[src/rtl/tty_uart.sv]
// rtl/tty_uart.sv - UART terminal endpoint: RX strobe with error flags, TX serialiser
// Ports:
//   sys_clk_i, rst_n        : clock and synchronous active-low reset
//   SRX                     : asynchronous serial input (from SoC UART TX)
//   STX                     : registered serial output (to SoC UART RX), idles high
//   tx_data/tx_valid/tx_ready : character send handshake, accepted only when idle
//   rx_data/rx_valid        : received character with one-cycle strobe
//   rx_frame_err/rx_parity_err : error flags qualified by rx_valid
module tty_uart #(
    parameter int CLK_FREQ = 25000000,
    parameter int BAUD     = 115200,
    parameter int PARITY   = 0
) (
    input  logic       sys_clk_i,
    input  logic       rst_n,
    input  logic       SRX,
    output logic       STX,
    input  logic [7:0] tx_data,
    input  logic       tx_valid,
    output logic       tx_ready,
    output logic [7:0] rx_data,
    output logic       rx_valid,
    output logic       rx_frame_err,
    output logic       rx_parity_err
);

    localparam int DIV  = (CLK_FREQ + BAUD / 2) / BAUD;
    localparam int HALF = DIV / 2;
    localparam int CW   = $clog2(DIV + 1);

    localparam logic [CW-1:0] BIT_LAST  = CW'(DIV - 1);
    localparam logic [CW-1:0] HALF_LAST = CW'(HALF - 1);

    // Unsupported PARITY values fall back to no parity.
    localparam bit PAR_EN  = (PARITY == 1) || (PARITY == 2);
    localparam bit PAR_ODD = (PARITY == 2);

    typedef enum logic [2:0] {
        ST_IDLE,
        ST_START,
        ST_DATA,
        ST_PAR,
        ST_STOP
    } state_e;

    // ------------------------------------------------------------------
    // Transmitter
    // ------------------------------------------------------------------
    state_e          tx_state_q, tx_state_d;
    logic [CW-1:0]   tx_cnt_q,   tx_cnt_d;
    logic [2:0]      tx_idx_q,   tx_idx_d;
    logic [7:0]      tx_shift_q, tx_shift_d;
    logic            tx_par_q,   tx_par_d;
    logic            stx_q,      stx_d;

    always_ff @(posedge sys_clk_i) begin
        if (!rst_n) begin
            tx_state_q <= ST_IDLE;
            tx_cnt_q   <= '0;
            tx_idx_q   <= '0;
            tx_shift_q <= '0;
            tx_par_q   <= 1'b0;
            stx_q      <= 1'b1;
        end else begin
            tx_state_q <= tx_state_d;
            tx_cnt_q   <= tx_cnt_d;
            tx_idx_q   <= tx_idx_d;
            tx_shift_q <= tx_shift_d;
            tx_par_q   <= tx_par_d;
            stx_q      <= stx_d;
        end
    end

    always_comb begin
        tx_state_d = tx_state_q;
        tx_cnt_d   = tx_cnt_q;
        tx_idx_d   = tx_idx_q;
        tx_shift_d = tx_shift_q;
        tx_par_d   = tx_par_q;
        stx_d      = stx_q;

        unique case (tx_state_q)
            ST_IDLE: begin
                stx_d = 1'b1;
                if (tx_valid) begin
                    tx_shift_d = tx_data;
                    // Parity is fixed at acceptance since the shifter consumes the data.
                    tx_par_d   = (^tx_data) ^ PAR_ODD;
                    tx_cnt_d   = '0;
                    tx_state_d = ST_START;
                    stx_d      = 1'b0;
                end
            end
            ST_START: begin
                if (tx_cnt_q == BIT_LAST) begin
                    tx_cnt_d   = '0;
                    tx_idx_d   = '0;
                    tx_state_d = ST_DATA;
                    stx_d      = tx_shift_q[0];
                end else begin
                    tx_cnt_d = tx_cnt_q + 1'b1;
                end
            end
            ST_DATA: begin
                if (tx_cnt_q == BIT_LAST) begin
                    tx_cnt_d   = '0;
                    tx_shift_d = {1'b0, tx_shift_q[7:1]};
                    if (tx_idx_q == 3'd7) begin
                        if (PAR_EN) begin
                            tx_state_d = ST_PAR;
                            stx_d      = tx_par_q;
                        end else begin
                            tx_state_d = ST_STOP;
                            stx_d      = 1'b1;
                        end
                    end else begin
                        tx_idx_d = tx_idx_q + 3'd1;
                        stx_d    = tx_shift_q[1];
                    end
                end else begin
                    tx_cnt_d = tx_cnt_q + 1'b1;
                end
            end
            ST_PAR: begin
                if (tx_cnt_q == BIT_LAST) begin
                    tx_cnt_d   = '0;
                    tx_state_d = ST_STOP;
                    stx_d      = 1'b1;
                end else begin
                    tx_cnt_d = tx_cnt_q + 1'b1;
                end
            end
            ST_STOP: begin
                if (tx_cnt_q == BIT_LAST) begin
                    tx_cnt_d   = '0;
                    tx_state_d = ST_IDLE;
                    stx_d      = 1'b1;
                end else begin
                    tx_cnt_d = tx_cnt_q + 1'b1;
                end
            end
            default: begin
                tx_state_d = ST_IDLE;
                stx_d      = 1'b1;
            end
        endcase
    end

    assign STX      = stx_q;
    assign tx_ready = (tx_state_q == ST_IDLE);

    // ------------------------------------------------------------------
    // Receiver
    // ------------------------------------------------------------------
    // sync1/sync2 form the synchroniser; sync3 is the previous synchronised
    // value used for falling-edge detection.
    logic            sync1_q, sync1_d;
    logic            sync2_q, sync2_d;
    logic            sync3_q, sync3_d;
    state_e          rx_state_q, rx_state_d;
    logic [CW-1:0]   rx_cnt_q,   rx_cnt_d;
    logic [2:0]      rx_idx_q,   rx_idx_d;
    logic [7:0]      rx_shift_q, rx_shift_d;
    logic            rx_pbit_q,  rx_pbit_d;
    logic [7:0]      rx_data_q,  rx_data_d;
    logic            rx_valid_q, rx_valid_d;
    logic            rx_ferr_q,  rx_ferr_d;
    logic            rx_perr_q,  rx_perr_d;
    logic            rx_fall;

    always_ff @(posedge sys_clk_i) begin
        if (!rst_n) begin
            sync1_q    <= 1'b1;
            sync2_q    <= 1'b1;
            sync3_q    <= 1'b1;
            rx_state_q <= ST_IDLE;
            rx_cnt_q   <= '0;
            rx_idx_q   <= '0;
            rx_shift_q <= '0;
            rx_pbit_q  <= 1'b0;
            rx_data_q  <= '0;
            rx_valid_q <= 1'b0;
            rx_ferr_q  <= 1'b0;
            rx_perr_q  <= 1'b0;
        end else begin
            sync1_q    <= sync1_d;
            sync2_q    <= sync2_d;
            sync3_q    <= sync3_d;
            rx_state_q <= rx_state_d;
            rx_cnt_q   <= rx_cnt_d;
            rx_idx_q   <= rx_idx_d;
            rx_shift_q <= rx_shift_d;
            rx_pbit_q  <= rx_pbit_d;
            rx_data_q  <= rx_data_d;
            rx_valid_q <= rx_valid_d;
            rx_ferr_q  <= rx_ferr_d;
            rx_perr_q  <= rx_perr_d;
        end
    end

    // A held-low line never produces a new fall, so a break yields one strobe.
    assign rx_fall = sync3_q & ~sync2_q;

    always_comb begin
        sync1_d    = SRX;
        sync2_d    = sync1_q;
        sync3_d    = sync2_q;
        rx_state_d = rx_state_q;
        rx_cnt_d   = rx_cnt_q;
        rx_idx_d   = rx_idx_q;
        rx_shift_d = rx_shift_q;
        rx_pbit_d  = rx_pbit_q;
        rx_data_d  = rx_data_q;
        rx_valid_d = 1'b0;
        rx_ferr_d  = rx_ferr_q;
        rx_perr_d  = rx_perr_q;

        unique case (rx_state_q)
            ST_IDLE: begin
                if (rx_fall) begin
                    rx_cnt_d   = '0;
                    rx_state_d = ST_START;
                end
            end
            ST_START: begin
                // Half-bit sample re-checks the start bit to reject glitches.
                if (rx_cnt_q == HALF_LAST) begin
                    rx_cnt_d = '0;
                    rx_idx_d = '0;
                    if (sync2_q) begin
                        rx_state_d = ST_IDLE;
                    end else begin
                        rx_state_d = ST_DATA;
                    end
                end else begin
                    rx_cnt_d = rx_cnt_q + 1'b1;
                end
            end
            ST_DATA: begin
                if (rx_cnt_q == BIT_LAST) begin
                    rx_cnt_d   = '0;
                    rx_shift_d = {sync2_q, rx_shift_q[7:1]};
                    if (rx_idx_q == 3'd7) begin
                        rx_state_d = PAR_EN ? ST_PAR : ST_STOP;
                    end else begin
                        rx_idx_d = rx_idx_q + 3'd1;
                    end
                end else begin
                    rx_cnt_d = rx_cnt_q + 1'b1;
                end
            end
            ST_PAR: begin
                if (rx_cnt_q == BIT_LAST) begin
                    rx_cnt_d   = '0;
                    rx_pbit_d  = sync2_q;
                    rx_state_d = ST_STOP;
                end else begin
                    rx_cnt_d = rx_cnt_q + 1'b1;
                end
            end
            ST_STOP: begin
                if (rx_cnt_q == BIT_LAST) begin
                    rx_cnt_d   = '0;
                    rx_data_d  = rx_shift_q;
                    rx_valid_d = 1'b1;
                    rx_ferr_d  = ~sync2_q;
                    rx_perr_d  = PAR_EN ? (((^rx_shift_q) ^ rx_pbit_q) != PAR_ODD) : 1'b0;
                    rx_state_d = ST_IDLE;
                end else begin
                    rx_cnt_d = rx_cnt_q + 1'b1;
                end
            end
            default: begin
                rx_state_d = ST_IDLE;
            end
        endcase
    end

    assign rx_data       = rx_data_q;
    assign rx_valid      = rx_valid_q;
    assign rx_frame_err  = rx_ferr_q;
    assign rx_parity_err = rx_perr_q;

endmodule

[config.mk]
export PLATFORM = sky130hd
export DESIGN_NAME = tty_uart
export DESIGN_NICKNAME = d
export VERILOG_FILES = /design/src/rtl/tty_uart.sv
export SDC_FILE = /design/constraint.sdc
export NUM_CORES = 1
export LEC_CHECK = 0
export CORE_ASPECT_RATIO = 0.9
export CORE_MARGIN = 5
export CORE_UTILIZATION = 55
export DETAILED_ROUTE_END_ITERATION = 10
export PLACE_DENSITY = 0.8
export RECOVER_POWER = 100
export SYNTH_ARGS = -nofsm -noshare
export SYNTH_HDL_FRONTEND = slang
export SYNTH_SLANG_ARGS = --single-unit
[constraint.sdc]
create_clock -name sys_clk_i -period 3 [get_ports sys_clk_i]
set_input_delay 0.45 -clock sys_clk_i [delete_from_list [all_inputs] [get_ports sys_clk_i]]
set_output_delay 0.45 -clock sys_clk_i [all_outputs]
set_load 0.01 [all_outputs]
Word level (Yosys, flattened, before mapping). Index checks and enable logic that the tools add are counted.

Output and inout bits: 13. Input bits: 12. Flip-flop bits (word level): 58. Logic and storage cells: 109.

Muxes and demuxes: 39. Reduce and logical (&&, ||, !) cells: 21. Eq/ne operators: 28. Add/sub/neg operators: 4. Bitwise gates (word level): 2.

Operators with widths (count): 8-bit 2-to-1 mux (7); 3-bit 2-to-1 mux (17); 8-bit one-hot mux with 2 select lines (2); 3-bit one-hot mux with 5 select lines (2); 2-bit inequality test (second input constant) (14); 8-bit one-hot mux with 3 select lines (1); 8-bit by 1-bit adder with 8-bit output (second input constant) (2); 8-bit == test (second input constant) (2); 3-bit by 2-bit == test with 1-bit output (second input constant) (4); 3-bit == test (second input constant) (4); 3-bit one-hot mux with 2 select lines (2); 6-bit AND reduction (2); 2-bit AND reduction (5); 8-bit by 7-bit == test with 1-bit output (second input constant) (1); 4-bit AND reduction (2); 2-bit nonzero test (4); 3-bit by 1-bit adder with 3-bit output (second input constant) (2); 3-bit by 1-bit == test with 1-bit output (second input constant) (2); 3-bit zero test (2); 1-bit 2-to-1 mux (6); 3-bit AND reduction (2); 1-bit one-hot mux with 4 select lines (1); 4-bit OR reduction (1); 3-bit nonzero test (1); 6 further kinds (6).

Longest topological paths before layout. Gate-level depths: netlist (run 1).

Word-level depth: 4. Mapped depth: 7. Depth with buffers taken out: 6.

Least setup slack after synthesis (run 1). No wires, ideal clock.

Path kind: register -> register. From: register tx_cnt_q[0]. To: register tx_shift_q[3]. Stages on the path, launching flop included: 8. Clock period less this slack: 1.687 ns. Data arrival time: 1.554 ns. Required time: 2.868 ns. Setup slack: 1.313 ns. Library setup time: 0.132 ns. Path buffers: 1. Cells stage by stage: dfxtp_1 inv_1 ha_1 and3_1 a31oi_1 clkbuf_1 or3_1 a21oi_1.

Longest elaborated chain between the ends: 3.

Ends and longest elaborated chain: start: declaration (line 50) `logic [CW-1:0] tx_cnt_q, tx_cnt_d;`; start signal: assignment (line 66) `tx_cnt_q <= tx_cnt_d;`; 8-bit == test (line 105) `if (tx_cnt_q == BIT_LAST) begin`; 2-bit inequality test (no source line); 3-bit AND reduction (no source line); end signal: assignment (line 68) `tx_shift_q <= tx_shift_d;`; end: declaration (line 52) `logic [7:0] tx_shift_q, tx_shift_d;`.

No other way between the ends. A chain may end at the register's enable or synchronous reset.

Worst setup path after layout (run 1).
From: input rst_n. To: register rx_cnt_q[7].

RTL lines: start: declaration (line 15) `input logic rst_n,`; end signal: assignment (line 190) `rx_cnt_q <= rx_cnt_d;`; end: declaration (line 161) `logic [CW-1:0] rx_cnt_q, rx_cnt_d;`.

No word-level cell between the ends.

==> flow_summary.ini, run 1 <==
[status]
outcome = finished, final reports clean

[finish]
diodes = 0
area_growth_pct = 15.2
num-nets-final = 365
drive_above_1_share = 0.0971
final_area_um2 = 3280
final.fill_count = 420

[clocking]
clk_latency_ns = 0.33
cts_buffers = 9
cts_root_buf = clkbuf_8
path_clk_slew_ns = 0.07
cts_tree = built
clk_path_buf_depth = 2
cts-htree-levels = 3
cts_sinks = 58
post_cts_resized = 0
postCtsSetupBuffers = 0
hold_buffers = 0

[detailed_routing]
routed_via_density = 5.56
drc_errors = 0
num_vias = 2307
ant_nets = 0
wire_per_inst_um = 14.0
drt_first_pass_iters = 4
wirelength_um = 5790
drtIter0Drc = 127

[power]
leakagePower_nw = 1.15
vdd_drop_max_mv = 0.351
power.density_nw_per_um2 = 479

[yosys]
synth_nets = 341
synth_edf_count = 0
synth_most_common_cell = dfxtp_1
synthTopCellsByArea = dfxtp_1 41%, mux2i_1 9.1%, nor2_1 4.2%, o21ai_0 3.7%, ha_1 3.5%
synth_area_per_cell_um2 = 8.86
synth_top_area_frac = 0.408
yosys_warnings = 0
async_flop_share = 0
ys_ff_latch = 58
netlist_top_cells_count = 58 x dfxtp_1, 32 x nor2_1, 26 x mux2i_1
syn_area_um2 = 2850
seq_area_frac_synth = 0.408
synth_cells = 321
synth_cell_types = 52
yosys.area.top_type = dfxtp_1
synth-main-ff-cell = dfxtp_1

[place]
place_hpwl_um = 3890
portBuffers = 23
routabilityCongestion = 0.818
dpl_worst_slack_ns = 0.958
placed_area_um2 = 3110

[timing]
slew_headroom = 0.216
post-route-period-util = 0.827
post-route-min-period_ns = 2.48
clock.fmax_mhz = 403
worstMarginPinSlew_ns = 1.17
clock_skew_ns = 0.00627
rsz0062_at_grt = false
setup_viol = 0
drv_slew = 0
finalSetupTns_ns = 0
finalHoldViolCount = 0
fin_ws_ns = 0.518

[setup_path]
critPathMostFrequentCell = clkbuf_1
reg2reg_slack_ns = 0.56
cp-end-kind = flip-flop
cp_cell_sequence = dlygate4sd3_1 -> clkbuf_1 -> inv_1 -> clkbuf_1 -> a31oi_1
worstSetupStartpointType = input pin
cp_data_required_time_ns = 3.25
max_stage_delay_ns = 0.64
cpMaxStageDelayCell = clkbuf_1
cp.arrival_ns = 2.73
critical_path_peak_fanout = 19
critical_path_class = in -> reg

[grt]
grt_pass1_vias = 2178
grt_start_max_net_pins = 20
grt_use_total = 0.177
antenna_found_initial = 0
overflow = 0
grt_pass1_wl_um = 9690

[die]
die_y_um = 78.2
start_util = 0.578
io_pins = 25
placementRows = 24
core_area_um2 = 4920
dieArea_um2 = 6710
die_w_um = 85.8

[worst_hold_path]
hold_class = reg -> reg

[job]
drv_cap = 0
## cell families after synthesis
logic type / after synthesis / synth area share
compound gates: 70 / 0.150
xor+xnor: 7 / 0.0215
fa+ha+maj: 8 / 0.0352
buf+inv: 27 / 0.0506
flops: 58 / 0.408
mux: 26 / 0.0915
other cells: 1 / 0.00132
simple gates: 124 / 0.241
## metal layers
metal | part of all wire | vias up | GRT usage | routed length [um]
met4 | 0.0095 | 0 | 0.0585 | 55
met1 | 0.49 | 1073 | 0.218 | 2860
li1 | - | 1194 | - | -
met3 | 0.037 | 6 | 0.0565 | 212
met2 | 0.46 | 34 | 0.291 | 2660
met5 | 0 | - | 0 | 0
## flip-flops by register name (all words and copies together), names as in the netlist
signal	count
rx_cnt_q	8
tx_cnt_q	8
sync1_q	1
rx_frame_err	1
sync2_q	1
rx_state_q	3
tx_idx_q	3
rx_data	8
rx_idx_q	3
rx_shift_q	8
STX	1
rx_valid	1
tx_shift_q	8
sync3_q	1
tx_state_q	3
## stage by stage
stage | hold slack, ns | total power [mW] | util | std cells
after floorplan | 0.386 | 0.873 | - | 321
after global placement | 0.406 | 0.909 | 0.632 | 399
after detailed placement | 0.401 | 0.911 | 0.632 | 399
after CTS | 0.429 | 1.59 | 0.670 | 415
after global routing | 0.438 | 1.63 | 0.665 | 415
final | 0.426 | 1.57 | 0.665 | 415
## cell type report
class | count | area, um2 | area share
flip-flops and latches | 58 | 1160 | 0.354
clock buffers | 10 | 128 | 0.0389
well taps | 65 | 81.3 | 0.0248
clock inverters | 6 | 57.6 | 0.0176
repair buffers | 33 | 294 | 0.0897
multi-input cells | 236 | 1530 | 0.467
inverters | 7 | 26.3 | 0.00802
## report_power, final
part           internal, mW  leakage [nW]  switching, mW
Sequential            0.784         0.470         0.0121
Clock                 0.377        0.0958          0.300
Combinational        0.0448         0.587         0.0511
## worst max-delay path: cells and delay by family
family | cells | cell delay, ns
buffers and inverters | 4 | 2.05
AOI/OAI and AO/OA | 1 | 0.24
## cell usage in the layout (no fill, tap or decap), drive strengths merged, types with 6 or more instances in the layout
cell,netlist,routed
dlygate4sd3,0,13
a21oi,19,19
mux2i,26,26
o22ai,8,8
nor4,9,9
nand3,7,7
buf,10,7
or2,6,6
nand2b,9,9
o21ai,21,21
dfxtp,58,58
nor3b,6,6
or3,7,7
inv,7,7
nor3,10,10
nor2,32,32
clkbuf,10,13
nand2,17,17
xnor2,7,7
clkdlybuf4s50,0,10
ha,8,8
## final timing paths
check         startpoint          end  cells past startpoint
min reg2reg      sync1_q      sync2_q                      1
min              sync1_q      sync2_q                      1
max                rst_n  rx_cnt_q[7]                      5
max reg2reg  rx_cnt_q[6]  rx_idx_q[0]                      4
Power figures use the tool's default switching activity.
==> inputs of run 2 (changes only) <==
==> constraint.sdc (replaced) <==
create_clock -name sys_clk_i -period 2.53 [get_ports sys_clk_i]
set_input_delay 0.3795 -clock sys_clk_i [delete_from_list [all_inputs] [get_ports sys_clk_i]]
set_output_delay 0.3795 -clock sys_clk_i [all_outputs]
set_load 0.01 [all_outputs]
==> run 2 against run 1 <==
  * Clock power increased by 43%
  * Largest power group is now clock
  * Critical path depth grew 2
  * Die area unchanged
  * Wire length increased by 4.5%
  * Worst setup slack got worse by 0.20 ns
  * Global-route usage up 1.8 points
  * Worst hold slack got worse by 0.010 ns
  * Sequential cell count stayed put
  * Cell area increased by 1.1%
==> flow_summary.ini, run 2 (same netlist as run 1, synthesis figures left out) <==
[worst_hold_path]
hold_class = reg -> reg
min_from = sync1_q

[finish]
ff_latch_area_um2 = 1160
final_common_cell = dfxtp_1
final.fill_count = 411
diodes = 0
layout_common_cells = 58 x dfxtp_1, 32 x nor2_1, 26 x mux2i_1, 21 x o21ai_0, 19 x a21oi_1
drive_above_1_share = 0.0946
multi_input_area_um2 = 1540
num-nets-final = 364
area_growth_pct = 16.4

[clocking]
hold_buffers = 0
clk_latency_ns = 0.35
cts_buffers = 9
postCtsSetupBuffers = 0
cts-htree-levels = 3
post_cts_resized = 0
cts_sinks = 58
path_clk_slew_ns = 0.08
clk_path_buf_depth = 2
cts_root_buf = clkbuf_8
cts_tree = built

[die]
start_util = 0.578
io_pins = 25
placementRows = 24
dieArea_um2 = 6710
core_area_um2 = 4920
die_y_um = 78.2
die_w_um = 85.8

[setup_path]
critical_path_peak_fanout = 9
cpMaxStageDelayCell = clkbuf_1
cp_cell_sequence = inv_1 -> ha_1 -> nand4_1 -> nor4_4 -> clkbuf_1 -> a21bo_1 -> o22ai_1
critPathLaunch = rx_cnt_q[0]
cp-end-kind = flip-flop
r2r_start = rx_cnt_q[0]
worstSetupStartpointType = flip-flop
cp.arrival_ns = 2.48
cp_data_required_time_ns = 2.80
max_stage_delay_ns = 0.50
critical_path_class = reg -> reg

[detailed_routing]
drtIter0Drc = 112
met1_length_um = 2790
wire_per_inst_um = 14.6
drc_errors = 0
ant_nets = 0
num_vias = 2385
wirelength_um = 6060
routed_via_density = 5.76
wl_met3_um = 285
wl_met2_um = 2880
drt_first_pass_iters = 4
dr.max_layer_used = met4

[place]
place_hpwl_um = 4060
routabilityCongestion = 0.823
portBuffers = 23

[timing]
post-route-period-util = 0.874
worstMarginPinSlew_ns = 1.08
slew_headroom = 0.274
finalSetupTns_ns = 0
clock.fmax_mhz = 452
rsz0062_at_grt = false
finalHoldViolCount = 0
clock_skew_ns = 0.00914
drv_slew = 0
post-route-min-period_ns = 2.21
setup_viol = 0

[grt]
overflow = 0
grt_use_total = 0.194
antenna_found_initial = 0
grt_pass1_vias = 2322
grt_pass1_wl_um = 10600
grt_start_max_net_pins = 19

[power]
power.density_nw_per_um2 = 611
vdd_drop_max_mv = 0.567
power_mw = 2.03
leakagePower_nw = 1.15

[status]
outcome = finished, final reports clean

[job]
drv_cap = 0
run 2: critical path, delay by kind of cell (launching register included):
kind	cells	cell delay (ns)
and+or+nand+nor	2	0.56
buffers and inverters	2	0.58
adders and majority gates	1	0.15
AOI/OAI and AO/OA	2	0.50
DFF	1	0.34
run 2: area by class of cell:
cell class	instances	share of cell area
Timing Repair Buffer	32	0.0842
Multi-Input combinational cell	236	0.465
Clock buffer	9	0.0374
Tap cell	65	0.0245
Sequential cell	58	0.350
Inverter	7	0.00793
Clock inverter	7	0.0306
run 2: metal layers:
metal,GRT usage,up-vias
met5,0,-
met1,0.237,1135
met4,0.0570,0
met2,0.318,46
li1,-,1192
met3,0.0754,12
run 2: final timing paths:
check                                   end  slack, ns  depth (start not counted)
worst max-delay path            rx_idx_q[1]       0.32                          7
worst min-delay path                sync2_q       0.42                          1
worst max register to register  rx_idx_q[1]       0.32                          7
worst min register to register      sync2_q       0.42                          1
run 2: power by group:
part	switching, mW	total [mW]	leakage [nW]	internal, mW
sequential	0.0145	0.943	0.470	0.929
clock	0.410	0.970	0.106	0.560
combinational	0.0606	0.112	0.575	0.0517
total	0.485	2.03	1.15	1.54
run 2: metrics by stage:
| stage | instance area [um2] | util | hold slack, ns | cells | worst slack, ns |
|---|---|---|---|---|---|
| finish | 3310 | 0.673 | 0.416 | 414 | 0.319 |
| global route | 3310 | 0.673 | 0.459 | 414 | 0.0847 |
| CTS | 3330 | 0.677 | 0.425 | 414 | 0.392 |
| detailed placement | 3110 | 0.631 | 0.401 | 398 | 0.330 |
| global placement | 3110 | 0.631 | 0.404 | 398 | 0.464 |
| floorplan | 2850 | - | 0.386 | 321 | 0.843 |
==> inputs of run 3 (changes only) <==
--- a/config.mk
+++ b/config.mk
@@ -7,9 +7,9 @@
 export LEC_CHECK = 0
 export CORE_ASPECT_RATIO = 0.9
 export CORE_MARGIN = 5
-export CORE_UTILIZATION = 55
+export CORE_UTILIZATION = 52
 export DETAILED_ROUTE_END_ITERATION = 10
-export PLACE_DENSITY = 0.8
+export PLACE_DENSITY = 0.76
 export RECOVER_POWER = 100
 export SYNTH_ARGS = -nofsm -noshare
 export SYNTH_HDL_FRONTEND = slang
==> constraint.sdc (replaced) <==
create_clock -name sys_clk_i -period 2 [get_ports sys_clk_i]
set_input_delay 0.3 -clock sys_clk_i [delete_from_list [all_inputs] [get_ports sys_clk_i]]
set_output_delay 0.3 -clock sys_clk_i [all_outputs]
set_load 0.01 [all_outputs]
==> run 3 against run 2 <==
  * Power rose by 23%
  * Critical path depth fell by 5
  * Die area rose by 5.1%
  * Non-clock buffer count rose by 7
  * Clock power rose by 18%
  * Critical path type is now reg -> out
  * Largest power group is now registers
==> flow_summary.ini, run 3 (same netlist as run 1, synthesis figures left out) <==
[die]
io_pins = 25
die_w_um = 88.0
start_util = 0.538
placementRows = 25
die_y_um = 80.2
dieArea_um2 = 7050
core_area_um2 = 5290

[timing]
setup_viol = 0
drv_slew = 0
finalSetupTns_ns = 0
slew_headroom = 0.592
post-route-period-util = 0.943
rsz0062_at_grt = false
clock.fmax_mhz = 530
worstMarginPinSlew_ns = 0.611
clock_skew_ns = 0.00658
post-route-min-period_ns = 1.89
finalHoldViolCount = 0
fin_ws_ns = 0.114

[setup_path]
cp.arrival_ns = 1.59
critical_path_class = reg -> out
max_stage_delay_ns = 0.57
cp_top_family = buffers and inverters
cp_cell_sequence = nor3_4 -> clkdlybuf4s50_1
critical_path_buf_inv_count = 1
cpMaxStageDelayCell = clkdlybuf4s50_1
cp-end-kind = output pin
cp_data_required_time_ns = 1.70
critical_path_peak_fanout = 15
worstSetupStartpointType = flip-flop

[finish]
final_cells = 422
area_growth_pct = 18.9
layout_common_cells = 57 x dfxtp_1, 32 x nor2_1, 26 x mux2i_1, 21 x o21ai_0, 19 x a21oi_1
final.fill_count = 456
final_core_util = 0.640
drive_above_1_share = 0.132
final_common_cell = dfxtp_1
num-nets-final = 371
diodes = 0

[grt]
overflow = 0
antenna_found_initial = 0
grt_pass1_vias = 2273
grt_use_total = 0.183
grt_start_max_net_pins = 18
grt_pass1_wl_um = 10100

[detailed_routing]
wirelength_um = 5830
wire_per_inst_um = 13.8
drtIter0Drc = 127
drc_errors = 0
drt_first_pass_iters = 4
num_vias = 2331
ant_nets = 0
routed_via_density = 5.52

[place]
routabilityCongestion = 0.846
place_inst = 407
place_hpwl_um = 3950
dpl_worst_slack_ns = -0.0490
portBuffers = 23

[clocking]
clk_path_buf_depth = 2
cts_buffers = 9
hold_buffers = 0
cts_sinks = 58
cts-htree-levels = 3
cts_root_buf = clkbuf_8
clk_latency_ns = 0.34
cts_tree = built
path_clk_slew_ns = 0.07

[power]
power.density_nw_per_um2 = 736
vdd_drop_max_mv = 0.425
power_mw = 2.49
leakagePower_nw = 1.21

[worst_hold_path]
hold_class = reg -> reg

[job]
drv_cap = 0

[status]
outcome = finished, final reports clean
==> run 3: final timing paths <==
path	start	end	slack (ns)	cells past startpoint
worst max-delay path	tx_state_q[1]	tx_ready	0.11	2
worst min-delay path	sync1_q	sync2_q	0.41	1
worst max register to register	tx_state_q[1]	tx_shift_q[6]	0.16	5
worst min register to register	sync1_q	sync2_q	0.41	1
==> run 3: layer usage <==
layer | up-vias | track usage | routed length [um]
met3 | 10 | 0.0697 | 293
met1 | 1074 | 0.225 | 2800
met2 | 41 | 0.287 | 2650
met4 | 0 | 0.0690 | 86
met5 | - | 0 | 0
li1 | 1206 | - | -
==> run 3: layout make-up <==
class,count,area (um2),share of cell area
multi-input cells,236,1570,0.464
flip-flops and latches,58,1160,0.344
repair buffers,39,335,0.0991
clock buffers,9,124,0.0366
well taps,67,83.8,0.0248
clock inverters,6,82.6,0.0244
inverters,7,26.3,0.00777
==> run 3: worst reg2reg max path: stages (launching register included) <==
cell and delay (ns):
dfxtp_1 0.63, nor3b_1 0.32, buf_2 0.27, mux2i_1 0.09, or3_1 0.31, a21oi_1 0.14
==> run 3: report_power, final <==
| part | leakage [nW] | internal [mW] | switching, mW |
|---|---|---|---|
| Clock | 0.105 | 0.686 | 0.457 |
| Combinational | 0.636 | 0.0730 | 0.0768 |
| Sequential | 0.470 | 1.18 | 0.0185 |
| Total | 1.21 | 1.94 | 0.552 |
==> run 3: timing repair <==
| action | CTS | global route |
|---|---|---|
| endpoints found under the setup margin | 7 | 6 |
| buffers inserted | 0 | 0 |
| pin swaps | 0 | 1 |
| gates resized for setup | 2 | 4 |
==> run 3: stage by stage <==
stage	hold slack [ns]	cell area, um2
floorplan	0.386	2850
global placement	0.393	3160
detailed placement	0.396	3160
CTS	0.417	3380
global route	0.443	3380
finish	0.411	3380
